[src/rtl/diff_restore_unit_if.sv]
// Stream interface for the difference-restore unit: b/diff in, a_out/err out.
interface diff_restore_unit_if;
    logic       in_valid;
    logic       in_ready;
    logic [7:0] b;
    logic [8:0] diff;
    logic       out_valid;
    logic       out_ready;
    logic [7:0] a_out;
    logic       err;

    // Upstream/downstream view: drives the sample in and the output ready.
    modport master (
        output in_valid,
        output b,
        output diff,
        output out_ready,
        input  in_ready,
        input  out_valid,
        input  a_out,
        input  err
    );

    // Unit view.
    modport slave (
        input  in_valid,
        input  b,
        input  diff,
        input  out_ready,
        output in_ready,
        output out_valid,
        output a_out,
        output err
    );
endinterface

[src/rtl/diff_restore_unit.sv]
// Rebuilds the minuend a = b + diff from a (b, diff) stream and flags diffs that no
// 8-bit minuend can produce. Two-stage valid/ready pipeline with saturating counters.
module diff_restore_unit #(
    parameter int unsigned CNT_W = 16
) (
    input  logic                  clk,
    input  logic                  rst_n,
    diff_restore_unit_if.slave    bus,
    input  logic                  clr,
    output logic [CNT_W-1:0]      sample_cnt,
    output logic [CNT_W-1:0]      err_cnt
);
    localparam logic [CNT_W-1:0] CntMax = {CNT_W{1'b1}};

    logic             en;
    logic             out_xfer;
    logic [8:0]       sum9;

    logic             s1_valid_q, s1_valid_d;
    logic [7:0]       s1_b_q, s1_b_d;
    logic [8:0]       s1_diff_q, s1_diff_d;

    logic             out_valid_q, out_valid_d;
    logic [7:0]       a_out_q, a_out_d;
    logic             err_q, err_d;

    logic [CNT_W-1:0] sample_cnt_q, sample_cnt_d;
    logic [CNT_W-1:0] err_cnt_q, err_cnt_d;

    // Whole pipeline advances together whenever the output slot is free or being taken.
    always_comb begin
        en       = ~out_valid_q | bus.out_ready;
        out_xfer = out_valid_q & bus.out_ready;
    end

    // Stage next-state: S1 captures the input, S2 adds and splits carry into err.
    always_comb begin
        s1_valid_d  = s1_valid_q;
        s1_b_d      = s1_b_q;
        s1_diff_d   = s1_diff_q;
        out_valid_d = out_valid_q;
        a_out_d     = a_out_q;
        err_d       = err_q;
        // Bit 8 set means b + diff lands outside 0..255, i.e. no 8-bit a exists.
        sum9        = {1'b0, s1_b_q} + s1_diff_q;
        if (en) begin
            s1_valid_d  = bus.in_valid;
            out_valid_d = s1_valid_q;
            if (bus.in_valid) begin
                s1_b_d    = bus.b;
                s1_diff_d = bus.diff;
            end
            if (s1_valid_q) begin
                a_out_d = sum9[7:0];
                err_d   = sum9[8];
            end
        end
    end

    // Counter next-state: clear beats a same-cycle transfer; both saturate.
    always_comb begin
        sample_cnt_d = sample_cnt_q;
        err_cnt_d    = err_cnt_q;
        if (clr) begin
            sample_cnt_d = '0;
            err_cnt_d    = '0;
        end else if (out_xfer) begin
            if (sample_cnt_q != CntMax) begin
                sample_cnt_d = sample_cnt_q + CNT_W'(1);
            end
            if (err_q && (err_cnt_q != CntMax)) begin
                err_cnt_d = err_cnt_q + CNT_W'(1);
            end
        end
    end

    // State registers; async reset drops everything in flight.
    always_ff @(posedge clk or negedge rst_n) begin
        if (!rst_n) begin
            s1_valid_q   <= 1'b0;
            s1_b_q       <= '0;
            s1_diff_q    <= '0;
            out_valid_q  <= 1'b0;
            a_out_q      <= '0;
            err_q        <= 1'b0;
            sample_cnt_q <= '0;
            err_cnt_q    <= '0;
        end else begin
            s1_valid_q   <= s1_valid_d;
            s1_b_q       <= s1_b_d;
            s1_diff_q    <= s1_diff_d;
            out_valid_q  <= out_valid_d;
            a_out_q      <= a_out_d;
            err_q        <= err_d;
            sample_cnt_q <= sample_cnt_d;
            err_cnt_q    <= err_cnt_d;
        end
    end

    assign bus.in_ready  = en;
    assign bus.out_valid = out_valid_q;
    assign bus.a_out     = a_out_q;
    assign bus.err       = err_q;
    assign sample_cnt    = sample_cnt_q;
    assign err_cnt       = err_cnt_q;
endmodule

[src/flat_wrapper.sv]
// flat-port wrapper written by rule: the top's interface ports become plain ports
module diff_restore_unit_flat 
#(
    parameter int unsigned CNT_W = 16
)
  (clk, rst_n, clr, sample_cnt, err_cnt, bus_in_valid, bus_b, bus_diff, bus_out_ready, bus_in_ready, bus_out_valid, bus_a_out, bus_err);
  diff_restore_unit_if bus_i ();
  input  logic clk;
  input  logic rst_n;
  input  logic clr;
  output logic [CNT_W-1:0] sample_cnt;
  output logic [CNT_W-1:0] err_cnt;
  input wire logic [$bits(bus_i.in_valid)-1:0] bus_in_valid;
  input wire logic [$bits(bus_i.b)-1:0] bus_b;
  input wire logic [$bits(bus_i.diff)-1:0] bus_diff;
  input wire logic [$bits(bus_i.out_ready)-1:0] bus_out_ready;
  output wire logic [$bits(bus_i.in_ready)-1:0] bus_in_ready;
  output wire logic [$bits(bus_i.out_valid)-1:0] bus_out_valid;
  output wire logic [$bits(bus_i.a_out)-1:0] bus_a_out;
  output wire logic [$bits(bus_i.err)-1:0] bus_err;
  assign bus_i.in_valid = bus_in_valid;
  assign bus_i.b = bus_b;
  assign bus_i.diff = bus_diff;
  assign bus_i.out_ready = bus_out_ready;
  assign bus_in_ready = bus_i.in_ready;
  assign bus_out_valid = bus_i.out_valid;
  assign bus_a_out = bus_i.a_out;
  assign bus_err = bus_i.err;
  diff_restore_unit #(.CNT_W(CNT_W)) u_core (.clk(clk), .rst_n(rst_n), .bus(bus_i), .clr(clr), .sample_cnt(sample_cnt), .err_cnt(err_cnt));
endmodule
[config.mk]
export PLATFORM = sky130hd
export DESIGN_NAME = diff_restore_unit_flat
export DESIGN_NICKNAME = d
export VERILOG_FILES = /design/src/rtl/diff_restore_unit_if.sv /design/src/rtl/diff_restore_unit.sv /design/src/flat_wrapper.sv
export SDC_FILE = /design/constraint.sdc
export NUM_CORES = 1
export LEC_CHECK = 0
export ABC_AREA = 1
export ABC_CLOCK_PERIOD_IN_PS = 2200
export BUFFER_PORTS_ARGS = -buffer_cell sky130_fd_sc_hd__buf_2
export CELL_PAD_IN_SITES_DETAIL_PLACEMENT = 2
export CELL_PAD_IN_SITES_GLOBAL_PLACEMENT = 2
export CORE_MARGIN = 3
export CORE_UTILIZATION = 32
export CTS_CLUSTER_DIAMETER = 150
export DETAILED_ROUTE_END_ITERATION = 10
export GPL_TIMING_DRIVEN = 0
export HOLD_SLACK_MARGIN = 0.1
export MAX_ROUTING_LAYER = met4
export PLACE_DENSITY_LB_ADDON = 0.05
export SLEW_MARGIN = 20
export SYNTH_ARGS = -nofsm -noshare
export SYNTH_HDL_FRONTEND = slang
export SYNTH_SLANG_ARGS = --single-unit
[constraint.sdc]
create_clock -name clk -period 2.2 [get_ports clk]
set_input_delay 0.44 -clock clk [delete_from_list [all_inputs] [get_ports clk]]
set_output_delay 0.44 -clock clk [all_outputs]
set_load 0.05 [all_outputs]
# Word level (Yosys, flattened, before mapping)
# Cells that the tools add are included.
[totals]
ff_bits = 60
in_bits = 22
output_inout_bits = 43
[classes]
n_addsub = 3
n_eq_ne = 2
mux = 6
bitwise_logic = 3
reduce_logical = 8
[ops]
columns = ["operator", "n"]
rows = [
  ["16-bit two-way mux", 6],
  ["16-bit by 1-bit adder with 16-bit output, second input constant", 2],
  ["16-bit inequality test, second input constant", 2],
  ["8-bit by 9-bit adder with 9-bit output", 1],
  ["2-bit AND reduction", 4],
  ["2-bit nonzero test", 3],
  ["1-bit bitwise AND", 1],
  ["1-bit logical AND", 1],
  ["1-bit inverter", 1],
  ["1-bit bitwise OR", 1],
]

# Logic depth before layout (Yosys ltp)
# Gate-level depths: netlist of run 1.
[logic_depth]
depth_word = 5
ltp_mapped = 10
mapped_depth_nobuf = 10

# Worst setup path before layout of run 1
# No wires, ideal clock.
[synth_timing]
path_kind = "register to register"
startpoint = "register u_core.out_valid_q, in the netlist u_core.bus.out_valid"
endpoint = "register u_core.s1_b_q[0]"
setup_ns = 0.125
arrival_time_ns = 1.776
required_time_ns = 2.075
slack_ns = 0.299
stages_incl_launch_ff = 7
path_buffers = 1
cell_sequence = "dfrtp_1 -> inv_1 -> nor2_1 -> inv_1 -> nand2_1 -> buf_2 -> mux2_2"
[synth_via]
elab_chain_cells = 3
[synth_lines]
columns = ["element", "line_no", "text"]
rows = [
  ["from (decl)", "diff_restore_unit.sv:23", "logic out_valid_q, out_valid_d;"],
  ["from (signal assigned)", "diff_restore_unit.sv:92", "out_valid_q <= out_valid_d;"],
  ["1-bit inverter", "diff_restore_unit.sv:32", "en = ~out_valid_q | bus.out_ready;"],
  ["1-bit bitwise OR", "diff_restore_unit.sv:32", ""],
  ["named net bus_in_ready", "flat_wrapper.sv:17", "output wire logic [$bits(bus_i.in_ready)-1:0] bus_in_ready;"],
  ["2-bit AND reduction (no source line)", "n/a", ""],
  ["to (signal assigned)", "diff_restore_unit.sv:81", "s1_b_q <= '0;"],
  ["to (signal assigned)", "diff_restore_unit.sv:90", "s1_b_q <= s1_b_d;"],
  ["to (decl)", "diff_restore_unit.sv:20", "logic [7:0] s1_b_q, s1_b_d;"],
]
# The timed path passes the listed nets, and every way through them passes these cells.
# A chain may end at the register's enable or synchronous reset.

# Final worst setup path of run 1
[layout_timing]
startpoint = "register u_core.sample_cnt_q[0], in the netlist u_core.sample_cnt[0]"
endpoint = "register u_core.sample_cnt_q[4], in the netlist u_core.sample_cnt[4]"
[layout_via]
elab_chain_cells = 4
word_cells_on_any_way = 7
classes_between = "1 x add/sub; 1 x eq/ne; 3 x mux; 2 x reduce/logical"
[layout_lines]
columns = ["element", "line_no", "text"]
rows = [
  ["from (decl)", "diff_restore_unit.sv:27", "logic [CNT_W-1:0] sample_cnt_q, sample_cnt_d;"],
  ["from (signal assigned)", "diff_restore_unit.sv:95", "sample_cnt_q <= sample_cnt_d;"],
  ["16-bit by 1-bit adder with 16-bit output", "diff_restore_unit.sv:69", "sample_cnt_d = sample_cnt_q + CNT_W'(1);"],
  ["16-bit two-way mux", "diff_restore_unit.sv:68", "if (sample_cnt_q != CntMax) begin"],
  ["16-bit two-way mux", "diff_restore_unit.sv:67", "end else if (out_xfer) begin"],
  ["16-bit two-way mux", "diff_restore_unit.sv:64", "if (clr) begin"],
]
# Several ways; a longest one is shown, not always the timed one. The select of a mux whose other input is x is not followed.

==> flow_metrics.env, run 1 <==
export IMPL_seq_area_frac_synth_pct=43.3
export IMPL_nets=557
export IMPL_peakVddDrop_mv=0.460
export IMPL_vias=3253
export IMPL_synthDistinctLibCells=29
export IMPL_antenna_cells=0
export IMPL_die_area_mm2=0.0121
export IMPL_crit_fanout=8
export IMPL_synth_area_leaders="dfrtp_1 (43%), nand2_1 (16%), nand3_1 (5.8%)"
export IMPL_ant_nets=0
export IMPL_clock_sinks=60
export IMPL_final_layout_size_suffix_gt1_share_pct=22.3
export IMPL_hold_class="input pin to flip-flop"
export IMPL_grt_pass1_vias=3534
export IMPL_grtUsageTotal_pct=20.0
export IMPL_leakage_nw=2.17
export IMPL_start_kind="flip-flop"
export IMPL_p_int_mw=2.16
export IMPL_seq_area_mm2=0.00150
export IMPL_cts_tree="yes"
export IMPL_htreeDepth=3
export IMPL_placed_area_mm2=0.00398
export IMPL_worst_ep_required_time_ns=2.49
export IMPL_status="finished clean"
export IMPL_worstSetupPathType="flip-flop to flip-flop"
export IMPL_period_share_pct=88.9
export IMPL_fmax_ghz=0.511
export IMPL_layout_area_overhead_vs_synth_pct=20.9
export IMPL_drc=0
export IMPL_port_buffers=64
export IMPL_finalCriticalPeriod_ns=1.96
export IMPL_mappedNetlistNets=480
export IMPL_synth_edf_count=0
export IMPL_p_sw_mw=1.37
export IMPL_critPathCaptureType="flip-flop"
export IMPL_p_total_mw=3.52
export IMPL_cts_made_buffers=9
export IMPL_syn_inst=447
export IMPL_coreArea_mm2=0.0104
export IMPL_slew_viol_final=0
export IMPL_min_path_cells=2
export IMPL_gp_congestion=0.809
export IMPL_pwr_share_seq_pct=37.9
export IMPL_dp_hpwl_um=8290
export IMPL_ys_seq_elements=60
export IMPL_rr_worst_depth=8
export IMPL_synth_warnings=0
export IMPL_chipWidth_um=110
export IMPL_swShare_pct=38.8
export IMPL_rows=37
export IMPL_synth_main_ff_cell="dfrtp_1"
export IMPL_drtIter0Drc=136
export IMPL_grt_remaining_overflow=0
export IMPL_yosysTopAreaCell="dfrtp_1"
export IMPL_clockPowerShare_pct=29.9
export IMPL_rsz0062_at_grt="no"
export IMPL_root_buffer="clkbuf_8"
export IMPL_grt_first_pass_wirelength_um=18000
export IMPL_finalClockSkew_ns=0.00585
export IMPL_synthArstFlopShare_pct=100
export IMPL_finalWirelength_um=10700
export IMPL_grt_max_degree=33
export IMPL_netlist_area_leader_share_pct=43.3
export IMPL_hold_viol=0
export IMPL_clk_pin_slew_ns=0.07
export IMPL_via_per_inst=4.89
export IMPL_post_route_util_pct=40.3
export IMPL_combPwrFrac_pct=32.2
export IMPL_netlist_top_cells_count="nand2_1 (149), dfrtp_1 (60), nor2_1 (43)"
export IMPL_tightest_slew_ns=0.662
export IMPL_routedWlPerCell_um=16.2
export IMPL_tns_ns=0
export IMPL_holdWs_ns=0.319
export IMPL_max_cap_viol_count=0
export IMPL_clk_latency_ns=0.35
export IMPL_fin_area_mm2=0.00419
export IMPL_max_slew_margin_pct=55.7
export IMPL_fillers=1247
export IMPL_synth_most_common_cell="nand2_1"
export IMPL_start_util_pct=33.3
export IMPL_critPathArrivalTime_ns=2.24
export IMPL_pin_count=65
export IMPL_first_pass_iters=4
export IMPL_powerDensity_mw_per_mm2=840
export IMPL_synth_area_mm2=0.00347
export IMPL_max_clock_path_buffers=2
export IMPL_die_height_um=110
export IMPL_finalSetupViolCount=0
export IMPL_multiInputGateArea_mm2=0.00174
export IMPL_grt_antenna_before_repair=0
export IMPL_synth_area_per_cell_um2=7.76
## layout make-up
| type | count | area share, % |
|---|---|---|
| well taps | 136 | 4.06 |
| flip-flops and latches | 60 | 35.8 |
| clock inverters | 4 | 1.13 |
| repair buffers | 66 | 8.42 |
| inverters | 45 | 4.03 |
| clock buffers | 12 | 3.70 |
| plain buffers | 10 | 1.46 |
| multi-input cells | 332 | 41.4 |
## flip-flops by register name, summed over array words and instances, names as in the netlist
register              count
u_core.err_cnt           16
u_core.sample_cnt        16
u_core.s1_diff_q          9
u_core.bus.a_out          8
u_core.s1_b_q             8
u_core.bus.err            1
u_core.bus.out_valid      1
u_core.s1_valid_q         1
## worst paths after layout
kind / from / slack [ns] / endpoint
hold / removal: bus_b[0] / 0.32 / u_core.s1_b_q[0]
hold reg to reg: u_core.s1_valid_q / 0.48 / u_core.bus.out_valid
setup reg to reg: u_core.sample_cnt[0] / 0.24 / u_core.sample_cnt[4]
min in group asynchronous: rst_n / 0.56 / u_core.bus.a_out[4]
setup / recovery: u_core.sample_cnt[0] / 0.24 / u_core.sample_cnt[4]
max in group asynchronous: rst_n / 1.11 / u_core.sample_cnt[14]
## power groups by stage
stage / combinational, mW / clock, mW / sequential, mW
floorplan: 0.478 / 0 / 1.66
global placement: 1.11 / 0 / 1.35
detailed placement: 1.15 / 0 / 1.36
CTS: 1.16 / 1.09 / 1.34
global route: 1.26 / 1.13 / 1.36
finish: 1.13 / 1.05 / 1.34
## placed cells by master (no fill, tap or decap), types with 8 or more instances in the layout
master,n
nand2_1,149
buf_2,67
dfrtp_1,60
nor2_1,43
inv_1,42
nand3_1,40
nand4_1,17
mux2_2,14
clkbuf_8,11
xor2_1,10
ha_1,10
o21ai_0,9
o21ai_1,8
## through the flow
stage / std cells / worst slack (ns)
after floorplan: 447 / 0.299
after detailed placement: 648 / 0.163
after CTS: 665 / 0.158
final: 665 / 0.244
after global placement: 647 / 0.265
after global routing: 665 / 0.0968
## kinds of logic after synthesis
group	count (synthesis)	synth area share, %
DFF	60	43.3
adders and majority gates	11	4.19
and+or+nand+nor	266	33.7
AOI/OAI and AO/OA	29	4.55
xor gates and xnor gates	12	3.03
muxes	14	4.55
buffers and inverters	55	6.64
## routing by layer
layer	vias up	track usage, %	wire (um)
li1	1588	-	-
met1	1602	26.0	5130
met2	50	32.2	5130
met3	13	2.68	309
met4	0	6.86	177
met5	-	-	0
## what timing repair did
item	4_1_cts	5_1_grt
hold endpoints to repair	28	0
setup buffers	0	0
gates resized for setup	0	1
setup endpoints to repair	0	1
hold buffers	1	0
## worst max-delay path: stages, from the launching register on
cell     delay, ns
dfrtp_1       0.43
ha_1          0.26
nand3_1       0.13
inv_2         0.07
nand3_1       0.11
nor2_1        0.06
nor2_1        0.51
nand3_1       0.21
nand2_1       0.10
Note: power is estimated with default switching activity, not from simulation.
==> run 2, diff against run 1 <==
--- a/config.mk
+++ b/config.mk
@@ -6,12 +6,12 @@
 export NUM_CORES = 1
 export LEC_CHECK = 0
 export ABC_AREA = 1
-export ABC_CLOCK_PERIOD_IN_PS = 2200
+export ABC_CLOCK_PERIOD_IN_PS = 1600
 export BUFFER_PORTS_ARGS = -buffer_cell sky130_fd_sc_hd__buf_2
 export CELL_PAD_IN_SITES_DETAIL_PLACEMENT = 2
 export CELL_PAD_IN_SITES_GLOBAL_PLACEMENT = 2
 export CORE_MARGIN = 3
-export CORE_UTILIZATION = 32
+export CORE_UTILIZATION = 29
 export CTS_CLUSTER_DIAMETER = 150
 export DETAILED_ROUTE_END_ITERATION = 10
 export GPL_TIMING_DRIVEN = 0
==> constraint.sdc (replaced) <==
create_clock -name clk -period 1.6 [get_ports clk]
set_input_delay 0.32 -clock clk [delete_from_list [all_inputs] [get_ports clk]]
set_output_delay 0.32 -clock clk [all_outputs]
set_load 0.05 [all_outputs]
==> run 2 against run 1 <==
  * The flow now finishes with violations (negative setup slack)
  * Power rose by 72%
  * Sequential power grew 39%
  * Hold slack lost 0.11 ns
  * Worst setup slack worse by 0.27 ns
  * Via count up 5.1%
  * Sequential cell count unchanged
  * Core utilization rose by 1.7 points
  * Sequential share of layout area down 4.2 points
  * Critical endpoint is now u_core.bus.a_out[4]
==> flow_metrics.env, run 2 (synthesis gave the netlist of run 1 again) <==
export IMPL_status="finished, violations left"
export IMPL_violations="negative setup slack"
export IMPL_routedWlPerCell_um=16.9
export IMPL_layout_area_overhead_vs_synth_pct=40.1
export IMPL_max_slew_margin_pct=65.3
export IMPL_r2r_start="u_core.s1_diff_q[0]"
export IMPL_final_common_cell="nand2_1"
export IMPL_period_share_pct=102
export IMPL_clk_pin_slew_ns=0.05
export IMPL_grt_remaining_overflow=0
export IMPL_r2r_setup_slack_ns=-0.03
export IMPL_worstReg2RegEnd="u_core.bus.a_out[4]"
export IMPL_multiInputGateArea_mm2=0.00195
export IMPL_cts_tree="yes"
export IMPL_critPathCaptureType="flip-flop"
export IMPL_rows=39
export IMPL_nets=580
export IMPL_mostFrequentLayoutCells="nand2_1 (130), buf_2 (65), inv_1 (40)"
export IMPL_grt_antenna_before_repair=0
export IMPL_grt_pass1_vias=3633
export IMPL_root_buffer="clkbuf_16"
export IMPL_chipWidth_um=115
export IMPL_tns_ns=-0.0470
export IMPL_max_clock_path_buffers=2
export IMPL_antenna_cells=0
export IMPL_drtIter0Drc=88
export IMPL_dp_hpwl_um=7990
export IMPL_finalWirelength_um=11700
export IMPL_clock_sinks=60
export IMPL_combPwrFrac_pct=28.8
export IMPL_min_path_cells=2
export IMPL_hold_end="u_core.s1_b_q[0]"
export IMPL_powerDensity_mw_per_mm2=1250
export IMPL_clockPowerShare_pct=40.5
export IMPL_rr_worst_depth=7
export IMPL_swShare_pct=33.3
export IMPL_p_sw_mw=2.02
export IMPL_die_height_um=115
export IMPL_grt_first_pass_wirelength_um=18000
export IMPL_pwr_share_seq_pct=30.7
export IMPL_max_cap_viol_count=0
export IMPL_port_buffers=64
export IMPL_seq_area_mm2=0.00154
export IMPL_critPathArrivalTime_ns=1.84
export IMPL_vias=3419
export IMPL_p_int_mw=4.04
export IMPL_critPathTopFamily="adder cells"
export IMPL_path_cells="ha_2 -> inv_2 -> fa_2 -> o21ai_4 -> buf_4 -> xnor2_1 -> o21ai_0"
export IMPL_path_buf_inv=2
export IMPL_instances_no_fill=695
export IMPL_final_layout_size_suffix_gt1_share_pct=37.5
export IMPL_fillers=1309
export IMPL_worstSetupPathType="flip-flop to flip-flop"
export IMPL_post_route_util_pct=42.0
export IMPL_peakVddDrop_mv=0.642
export IMPL_drc=0
export IMPL_first_pass_iters=4
export IMPL_clk_latency_ns=0.34
export IMPL_finalClockSkew_ns=0.00401
export IMPL_grtUsageTotal_pct=18.0
export IMPL_cts_made_buffers=9
export IMPL_grt_max_degree=32
export IMPL_slew_viol_final=0
export IMPL_finalSetupViolCount=2
export IMPL_crit_fanout=3
export IMPL_htreeDepth=3
export IMPL_worst_ep_required_time_ns=1.82
export IMPL_finalCriticalPeriod_ns=1.63
export IMPL_max_stage_delay_ns=0.39
export IMPL_holdWs_ns=0.212
export IMPL_via_per_inst=4.92
export IMPL_timing_final_ws_setup_ns=-0.0276
export IMPL_ant_nets=0
export IMPL_post_place_cells=655
export IMPL_die_area_mm2=0.0133
export IMPL_coreArea_mm2=0.0116
export IMPL_start_util_pct=30.0
export IMPL_min_from="bus_b[0]"
export IMPL_start_kind="flip-flop"
export IMPL_rsz0062_at_grt="yes"
export IMPL_gp_congestion=0.821
export IMPL_fmax_ghz=0.614
export IMPL_hold_class="input pin to flip-flop"
export IMPL_hold_viol=0
export IMPL_slowest_stage="fa_2"
export IMPL_leakage_nw=2.40
export IMPL_tightest_slew_ns=0.521
export IMPL_pin_count=65
-- run 2: power by group through the flow --
stage                     Clock [mW]  Sequential, mW  Combinational (mW)
after global placement             0            1.87                1.47
after global routing            2.56            1.89                1.93
after CTS                       2.49            1.85                1.58
after detailed placement           0            1.88                1.52
final                           2.45            1.86                1.75
after floorplan                    0            2.28               0.665
-- run 2: what timing repair did --
item,CTS,global route
pin swaps,2,11
setup buffers,3,16
hold buffers,1,0
endpoints found under the hold margin,29,0
endpoints found under the setup margin,40,41
cloned,0,4
resized for setup,8,55
-- run 2: worst register-to-register path, stage by stage, from the launching register on --
cell     delay, ns
dfrtp_1       0.36
ha_2          0.20
inv_2         0.05
fa_2          0.39
o21ai_4       0.20
buf_4         0.14
xnor2_1       0.10
o21ai_0       0.08
-- run 2: through the flow --
stage,instance area (um2),total power [mW],worst slack [ns]
6_report,4860,6.05,-0.0276
5_1_grt,4860,6.38,-0.102
4_1_cts,4500,5.93,0.00525
3_5_place_dp,4070,3.40,-0.271
3_3_place_gp,4040,3.35,-0.179
2_1_floorplan,3540,2.95,0.00443
-- run 2: worst max-delay path by stage --
| stage | from | endpoint | slack [ns] | cells after the start |
|---|---|---|---|---|
| finish | u_core.s1_diff_q[0] | u_core.bus.a_out[4] | -0.03 | 7 |
| global route | u_core.s1_b_q[0] | u_core.bus.a_out[4] | -0.10 | 7 |
| CTS | u_core.s1_diff_q[0] | u_core.bus.err | 0.005 | 9 |
| detailed placement | u_core.sample_cnt[0] | u_core.sample_cnt[7] | -0.27 | 8 |
| global placement | u_core.s1_diff_q[0] | u_core.bus.err | -0.18 | 9 |
| floorplan | u_core.err_cnt[13] | u_core.err_cnt[12] | 0.004 | 9 |
-- run 2: area by class of cell --
class,count,share of cell area [%]
multi-input cells,332,40.1
flip-flops and latches,60,31.7
repair buffers,89,11.6
clock buffers,12,5.07
well taps,143,3.68
inverters,45,3.61
clock inverters,4,2.47
plain buffers,10,1.78
-- run 2: routing by layer --
layer / up-vias / track usage [%] / routed length, um
met2: 47 / 30.6 / 6060
met4: 0 / 6.49 / 169
met1: 1717 / 21.1 / 5170
met3: 12 / 3.42 / 346
met5: - / - / 0
li1: 1643 / - / -
==> run 3, diff against run 2 <==
--- a/config.mk
+++ b/config.mk
@@ -5,13 +5,12 @@
 export SDC_FILE = /design/constraint.sdc
 export NUM_CORES = 1
 export LEC_CHECK = 0
-export ABC_AREA = 1
 export ABC_CLOCK_PERIOD_IN_PS = 1600
 export BUFFER_PORTS_ARGS = -buffer_cell sky130_fd_sc_hd__buf_2
 export CELL_PAD_IN_SITES_DETAIL_PLACEMENT = 2
 export CELL_PAD_IN_SITES_GLOBAL_PLACEMENT = 2
 export CORE_MARGIN = 3
-export CORE_UTILIZATION = 29
+export CORE_UTILIZATION = 31
 export CTS_CLUSTER_DIAMETER = 150
 export DETAILED_ROUTE_END_ITERATION = 10
 export GPL_TIMING_DRIVEN = 0
==> run 3 against run 2 <==
  * The run still ends with negative setup slack left
  * Largest power group is now sequential cells
  * Worst setup slack got worse by 0.23 ns
  * Global-route usage fell by 1.2 points
  * Cell count fell by 24%
  * Synthesized cell count fell by 34%
  * Via count fell by 22%
  * Clock-buffer cell count fell by 3
  * Clock skew rose by 0.0051 ns
  * Clock power fell by 31%
  * Power fell by 14%
  * Sequential share of layout area rose by 2.5 points
  * Core utilization rose by 5.8 points
  * Die area fell by 16%
==> flow_metrics.env, run 3 <==
export IMPL_drtIter0Drc=67
export IMPL_cts_made_buffers=9
export IMPL_synth_compound_area_share_pct=10.7
export IMPL_hold_class="input pin to flip-flop"
export IMPL_synth_warnings=0
export IMPL_ant_nets=0
export IMPL_final_common_cell="buf_2"
export IMPL_mostFrequentLayoutCells="buf_2 (62), dfrtp_2 (34), nor2_1 (33)"
export IMPL_syn_inst=294
export IMPL_fmax_ghz=0.540
export IMPL_worst_ep_required_time_ns=1.81
export IMPL_vias=2671
export IMPL_synth_most_common_cell="dfrtp_1"
export IMPL_crit_fanout=3
export IMPL_violations="negative setup slack"
export IMPL_grt_pass1_vias=2879
export IMPL_pin_count=65
export IMPL_coreArea_mm2=0.00946
export IMPL_final_layout_size_suffix_gt1_share_pct=55.9
export IMPL_synth_area_per_cell_um2=10.5
export IMPL_synthDistinctLibCells=48
export IMPL_synth_main_ff_cell="dfrtp_1"
export IMPL_status="finished, violations left"
export IMPL_holdWs_ns=0.215
export IMPL_clk_latency_ns=0.33
export IMPL_grt_first_pass_wirelength_um=14600
export IMPL_cts_tree="yes"
export IMPL_die_height_um=106
export IMPL_root_buffer="clkbuf_8"
export IMPL_max_cap_viol_count=0
export IMPL_start_util_pct=32.6
export IMPL_first_pass_iters=4
export IMPL_seq_area_frac_synth_pct=48.8
export IMPL_die_area_mm2=0.0112
export IMPL_synth_area_leaders="dfrtp_1 (49%), mux2_2 (6.9%), xnor2_1 (6.0%)"
export IMPL_synth_adder_area_share_pct=4.71
export IMPL_max_slew_margin_pct=61.2
export IMPL_grt_max_degree=47
export IMPL_rsz0062_at_grt="yes"
export IMPL_powerDensity_mw_per_mm2=1150
export IMPL_synthArstFlopShare_pct=100
export IMPL_timing_final_ws_setup_ns=-0.253
export IMPL_peakVddDrop_mv=0.611
export IMPL_period_share_pct=116
export IMPL_worstSetupPathType="flip-flop to flip-flop"
export IMPL_synth_xor_area_share_pct=7.96
export IMPL_htreeDepth=3
export IMPL_finalWirelength_um=9440
export IMPL_yosysTopAreaCell="dfrtp_1"
export IMPL_grt_antenna_before_repair=0
export IMPL_netlist_area_leader_share_pct=48.8
export IMPL_chipWidth_um=106
export IMPL_clk_pin_slew_ns=0.07
export IMPL_start_kind="flip-flop"
export IMPL_max_clock_path_buffers=2
export IMPL_synth_top_family_by_area="simple AND/OR/NAND/NOR gates"
export IMPL_synth_simple_gate_area_share_pct=18.2
export IMPL_fillers=1005
export IMPL_nets=429
export IMPL_muxShareOfSynthArea_pct=7.60
export IMPL_drc=0
export IMPL_p_total_mw=5.21
export IMPL_post_place_cells=487
export IMPL_mappedNetlistNets=327
export IMPL_gp_congestion=0.740
export IMPL_finalClockSkew_ns=0.00915
export IMPL_layout_area_overhead_vs_synth_pct=46.9
export IMPL_ys_seq_elements=60
export IMPL_tightest_slew_ns=0.581
export IMPL_finalCriticalPeriod_ns=1.85
export IMPL_dp_hpwl_um=6290
export IMPL_routedWlPerCell_um=17.8
export IMPL_instances_no_fill=530
export IMPL_grt_remaining_overflow=0
export IMPL_critPathCaptureType="flip-flop"
export IMPL_finalSetupViolCount=5
export IMPL_antenna_cells=0
export IMPL_netlist_top_cells_count="dfrtp_1 (60), nor2_1 (37), nand2_1 (21), xnor2_1 (21), mux2_2 (19)"
export IMPL_clock_sinks=60
export IMPL_port_buffers=63
export IMPL_slew_viol_final=0
export IMPL_via_per_inst=5.04
export IMPL_synth_edf_count=0
export IMPL_r2r_setup_slack_ns=-0.25
export IMPL_leakage_nw=1.89
export IMPL_grtUsageTotal_pct=16.8
export IMPL_dp_slack_ns=-0.319
export IMPL_rows=35
export IMPL_critPathArrivalTime_ns=2.07
export IMPL_synth_area_mm2=0.00308
export IMPL_hold_viol=0
==> run 3: per-layer routing <==
layer / global-route usage (%) / vias to the layer above / share of wire [%]
li1: - / 1257 / -
met1: 20.8 / 1362 / 45
met2: 28.1 / 46 / 51
met3: 3.06 / 6 / 3.0
met4: 4.90 / 0 / 0.65
met5: - / - / 0
==> run 3: area by class of cell <==
class	instances	area, um2	share of cell area, %
Multi-Input combinational cell	220	1920	42.5
Sequential cell	60	1540	34.1
Timing Repair Buffer	91	573	12.7
Tap cell	129	161	3.57
Clock buffer	9	124	2.74
Clock inverter	7	115	2.54
Buffer	9	63.8	1.41
Inverter	5	18.8	0.415
==> run 3: path summary, 6_finish.rpt <==
check                      cells past startpoint                 from             endpoint
setup / recovery                               8  u_core.s1_diff_q[0]       u_core.bus.err
hold / removal                                 2          bus_diff[5]  u_core.s1_diff_q[5]
setup reg to reg                               8  u_core.s1_diff_q[0]       u_core.bus.err
hold reg to reg                                2  u_core.bus.a_out[1]  u_core.bus.a_out[1]
max in group asynchronous                      3                rst_n       u_core.bus.err
min in group asynchronous                      2                rst_n    u_core.err_cnt[6]
==> run 3: kinds of logic (layout without fill, tap and decap cells) <==
kind of cell | after synthesis | in the layout
compound gates | 49 | 49
xor+xnor | 28 | 28
fa+ha+maj | 11 | 11
buf+inv | 15 | 121
flops | 60 | 60
mux | 21 | 21
simple gates | 110 | 111
==> run 3: repair_timing <==
item	CTS	global route
buffers inserted	10	16
pin swaps	14	11
resized for setup	10	35
hold endpoints to repair	14	0
hold buffers	1	0
setup endpoints to repair	23	36
gates cloned	1	0
==> run 3: critical path: stages (launching register included) <==
cell and delay, ns:
dfrtp_1 0.39, ha_2 0.20, inv_2 0.06, fa_2 0.21
nor2b_2 0.05, o31a_1 0.28, o32ai_2 0.24, xor2_1 0.23
o21ai_1 0.08
==> run 3: through the flow <==
step | instance area, um2 | utilization [%] | TNS (ns)
detailed placement | 3840 | 40.6 | -2.28
CTS | 4210 | 44.5 | -0.889
global route | 4520 | 47.8 | -1.76
floorplan | 3340 | - | -0.425
global placement | 3810 | 40.3 | -7.01
finish | 4520 | 47.8 | -0.658
==> run 3: report_power, final <==
group          switching [mW]  internal, mW  total (mW)
registers               0.163          1.73        1.89
clock network           0.658          1.03        1.69
logic                    1.03         0.602        1.63
